File: src/rtl/bit_stuffing.sv
`timescale 1ns/1ps
// Serialises payload bits, appends CRC_W CRC bits LSB first, inserts a 0 after every STUFF_LEN consecutive 1s.
// Latency: one cycle from the in_valid/in_ready handshake to data_out.
// Backpressure: in_ready drops during stuff cycles, the CRC phase and the DONE cycle.
module bit_stuffing #(
    parameter int   STUFF_LEN = 6,
    parameter int   CRC_W     = 16,
    parameter logic IDLE_BIT  = 1'b1
) (
    input  logic             clk,
    input  logic             rst,
    input  logic             en_stuf,
    input  logic             data_in,
    input  logic             in_valid,
    input  logic             in_last,
    output logic             in_ready,
    input  logic [CRC_W-1:0] crc_in,
    output logic             data_out,
    output logic             data_valid,
    output logic             busy
);

    localparam int CW = $clog2(STUFF_LEN + 1);
    localparam int IW = $clog2(CRC_W);

    typedef enum logic [1:0] {IDLE, DATA, CRC, DONE} state_t;

    state_t           state, state_n;
    logic [CW-1:0]    ones_cnt, ones_n;
    logic [IW-1:0]    crc_idx, idx_n;
    logic             stuff_pend, stuff_n;
    logic [CRC_W-1:0] crc_q, crc_n;
    logic             dout_n, dval_n, busy_n;
    logic             emit, ebit, hs;

    assign in_ready = en_stuf && !stuff_pend && (state == IDLE || state == DATA);
    assign hs       = in_valid && in_ready;

    always_comb begin
        state_n = state;
        ones_n  = ones_cnt;
        idx_n   = crc_idx;
        stuff_n = stuff_pend;
        crc_n   = crc_q;
        dout_n  = data_out;
        dval_n  = 1'b0;
        busy_n  = busy;
        emit    = 1'b0;
        ebit    = 1'b0;

        if (!en_stuf) begin
            state_n = IDLE;
            ones_n  = '0;
            idx_n   = '0;
            stuff_n = 1'b0;
            dout_n  = IDLE_BIT;
            busy_n  = 1'b0;
        end else if (stuff_pend) begin
            // Stuff bit wins over every source; the FSM simply waits one cycle.
            dout_n  = 1'b0;
            dval_n  = 1'b1;
            ones_n  = '0;
            stuff_n = 1'b0;
        end else begin
            case (state)
                IDLE: begin
                    dout_n = IDLE_BIT;
                    if (hs) begin
                        emit   = 1'b1;
                        ebit   = data_in;
                        busy_n = 1'b1;
                        if (in_last) begin
                            crc_n   = crc_in;
                            idx_n   = '0;
                            state_n = CRC;
                        end else begin
                            state_n = DATA;
                        end
                    end
                end
                DATA: begin
                    // Underrun keeps data_out and the ones run untouched.
                    if (hs) begin
                        emit = 1'b1;
                        ebit = data_in;
                        if (in_last) begin
                            crc_n   = crc_in;
                            idx_n   = '0;
                            state_n = CRC;
                        end
                    end
                end
                CRC: begin
                    emit  = 1'b1;
                    ebit  = crc_q[crc_idx];
                    idx_n = crc_idx + IW'(1);
                    if (crc_idx == IW'(CRC_W - 1)) begin
                        state_n = DONE;
                    end
                end
                DONE: begin
                    state_n = IDLE;
                    busy_n  = 1'b0;
                    dout_n  = IDLE_BIT;
                    ones_n  = '0;
                end
                default: begin
                    state_n = IDLE;
                end
            endcase
        end

        if (emit) begin
            dout_n = ebit;
            dval_n = 1'b1;
            if (ebit) begin
                if (ones_cnt == CW'(STUFF_LEN - 1)) begin
                    ones_n  = CW'(STUFF_LEN);
                    stuff_n = 1'b1;
                end else begin
                    ones_n = ones_cnt + CW'(1);
                end
            end else begin
                ones_n = '0;
            end
        end
    end

    always_ff @(posedge clk or negedge rst) begin
        if (!rst) begin
            state      <= IDLE;
            ones_cnt   <= '0;
            crc_idx    <= '0;
            stuff_pend <= 1'b0;
            crc_q      <= '0;
            data_out   <= IDLE_BIT;
            data_valid <= 1'b0;
            busy       <= 1'b0;
        end else begin
            state      <= state_n;
            ones_cnt   <= ones_n;
            crc_idx    <= idx_n;
            stuff_pend <= stuff_n;
            crc_q      <= crc_n;
            data_out   <= dout_n;
            data_valid <= dval_n;
            busy       <= busy_n;
        end
    end

endmodule

File: config.mk
export PLATFORM = sky130hd
export DESIGN_NAME = bit_stuffing
export DESIGN_NICKNAME = d
export VERILOG_FILES = /design/src/rtl/bit_stuffing.sv
export SDC_FILE = /design/constraint.sdc
export NUM_CORES = 1
export LEC_CHECK = 0
export CAP_MARGIN = 30
export CORE_MARGIN = 5
export CORE_UTILIZATION = 40
export DETAILED_ROUTE_END_ITERATION = 8
export PLACE_DENSITY_LB_ADDON = 0.05
export SETUP_SLACK_MARGIN = 0.05
export SKIP_LAST_GASP = 1
export SYNTH_ARGS = -nofsm -noshare
export SYNTH_HDL_FRONTEND = slang
export SYNTH_SLANG_ARGS = --single-unit
File: constraint.sdc
create_clock -name clk -period 4 [get_ports clk]
set_input_delay 0.6 -clock clk [delete_from_list [all_inputs] [get_ports clk]]
set_output_delay 0.6 -clock clk [all_outputs]
set_load 0.02 [all_outputs]
==> results.ini <==
[run_status]
status = finished clean

[sta]
drv_slew = 0
clock_skew_ps = 6.16
grt_setup_unrepaired = no
fmax_mhz = 331
setup-tns-final_ps = 0
hold_viol_final = 0
hold_slack_ps = 503
setup_viol = 0
slew_headroom_pct = 66.4
timing.final.crit_share_pct = 75.5
layout_min_cycle_time_ps = 3020
tightest_slew_ps = 490

[route]
wire_per_inst_um = 14.7
first_pass_iters = 4
ant_nets = 0
drt_iter0_drc = 46
drc_errors = 0
routed_wl_um = 3340
vias = 1211
vias_per_cell = 5.33

[floorplan]
initial_core_util_pct = 40.7
fp.coreArea_um2 = 3970
die_w_um = 73.6
die-area_um2 = 5410
rows = 23
fp.dieH_um = 73.6
ios = 26

[clock_network]
cts_resized = 0
tritoncts = done
clk_pin_slew_worst_paths_ps = 60
holdBufCountCts = 0
htreeDepth = 2
clk_path_buf_depth = 2
clock-sinks = 29
post_cts_buffers = 0
cts-root-buf = clkbuf_8
cts_inserted_buffers = 5
clk_latency_ps = 280

[yosys]
yosysSeqAreaShare_pct = 45.0
ys_warn_count = 0
synth_seq_cells = 29
syn_inst = 152
yosysTopAreaCell = dfrtp_1
yosysMostFrequentCell = dfrtp_1
yosysUniqueCellTypes = 40
synth.net_count = 181
ys.flop_type = dfrtp_1
syn_area_per_cell_um2 = 10.6
netlist.area_leader.share_pct = 43.3
synthArstFlopShare_pct = 100
synthTopCellsByArea = dfrtp_1, mux2_2, ha_1
ys_top_cells_by_count = dfrtp_1, mux2_2, nand2_1, inv_1
syn_area_um2 = 1620
synth-edff-count = 0

[setup_path]
worstPathRequired_ps = 3400
worst_setup_path_start_kind = input port
cp_top_family = buffers and inverters
criticalPathCategory = in2out
crit_path_max_fanout = 13
cp-end-kind = output pin
worstPathArrival_ps = 2420
critPathMaxStageDelay_ps = 750
crit_chain = clkdlybuf4s50_1 -> nand2b_1 -> nor2_1 -> clkdlybuf4s50_1
critPathSlowestCell = clkdlybuf4s50_1
crit_path_frequent_cell = clkdlybuf4s50_1
crit_buf_inv = 2

[placement]
io_buffers = 25
dp_hpwl_um = 2480
gp_congestion = 0.815

[finish]
fin_nets = 207
drive_gt1_share_pct = 17.5
seq_area_um2 = 727
area_growth_pct = 22.6
n_antenna_cell = 0
multi_input_comb_area_um2 = 816
fillers = 371

[power_and_ir_drop]
p_leak_nw = 0.805
ir_drop_mv = 0.222
cellPowerDensity_nw_per_um2 = 575

[global_routing]
grtUsageTotal_pct = 14.8
antenna_found_initial = 0
grt_pass1_wl_um = 6110
grt_max_degree = 30
grt_pass1_vias = 1291
grt.overflow.total = 0

[job]
drv_cap = 0

[hold_path]
hold_class = reg2reg

==> sequential cells by signal, summed over array words and instances, names as in the netlist <==
register / count
busy: 1
crc_idx: 4
crc_q: 16
data_out: 1
data_valid: 1
ones_cnt: 3
state: 2
stuff_pend: 1
==> cells in the final DEF (no fill, tap or decap), types with 2 or more instances in the layout <==
cell type	instances
dfrtp_1	28
clkbuf_8	5
a21boi_0	3
o31ai_1	2
mux2_2	18
mux2i_1	6
nor2b_1	4
nand3_1	6
a21oi_1	7
inv_1	10
o21ai_0	4
nor2_1	7
o211ai_1	3
ha_1	7
a2111oi_0	2
buf_4	2
nand2_1	12
clkdlybuf4s50_1	25
nor3_1	2
a22oi_1	2
==> where the power goes <==
group	total, W	internal [W]	leakage [nW]	switching, W
registers	0.000482	0.000404	0.366	0.0000779
clock network	0.000218	0.000114	0.0399	0.000104
logic	0.000440	0.000220	0.399	0.000220
total	0.00114	0.000738	0.805	0.000401
==> stage by stage <==
stage	utilization [%]	power (W)	worst slack, ps	area (µm²)	cells
floorplan	-	0.000793	1720	1620	152
detailed placement	48.0	0.000932	993	1910	221
CTS	49.9	0.00116	999	1980	227
global placement	48.0	0.000919	1060	1910	221
global route	49.9	0.00123	869	1980	227
finish	49.9	0.00114	981	1980	227
==> area by class of cell <==
| cell class | instances | share of cell area, % |
|---|---|---|
| multi-input cells | 105 | 41.2 |
| flip-flops and latches | 29 | 36.7 |
| repair buffers | 27 | 13.4 |
| clock buffers | 5 | 3.47 |
| well taps | 50 | 3.16 |
| inverters | 10 | 1.89 |
| clock inverters | 1 | 0.253 |
==> final timing paths <==
kind / cells after the start / from / endpoint / slack [ps]
setup / recovery: 4 / en_stuf / in_ready / 980
min in group asynchronous: 2 / rst / ones_cnt[2] / 710
max in group asynchronous: 2 / rst / data_out / 2980
hold reg to reg: 1 / crc_q[15] / crc_q[15] / 500
setup reg to reg: 8 / state[1] / crc_idx[2] / 1480
hold / removal: 1 / crc_q[15] / crc_q[15] / 500
==> kinds of logic (layout without fill, tap and decap cells) <==
logic type               Yosys count  after routing  share of synthesized area, %
AND/OR/NAND/NOR                   40             40                          13.5
adder cells (fa/ha/maj)            7              7                          5.42
multiplexers                      24             24                          16.3
AO/OA/AOI/OAI                     34             34                          15.3
flip-flops                        29             29                          45.0
buffers and inverters             18             43                          4.57
==> layer usage <==
metal  wire (µm)  track usage [%]
met3         137             5.06
met4          10             3.62
met5           0                0
met2        1720             25.0
met1        1470             18.1
Power figures use the tool's default switching activity.
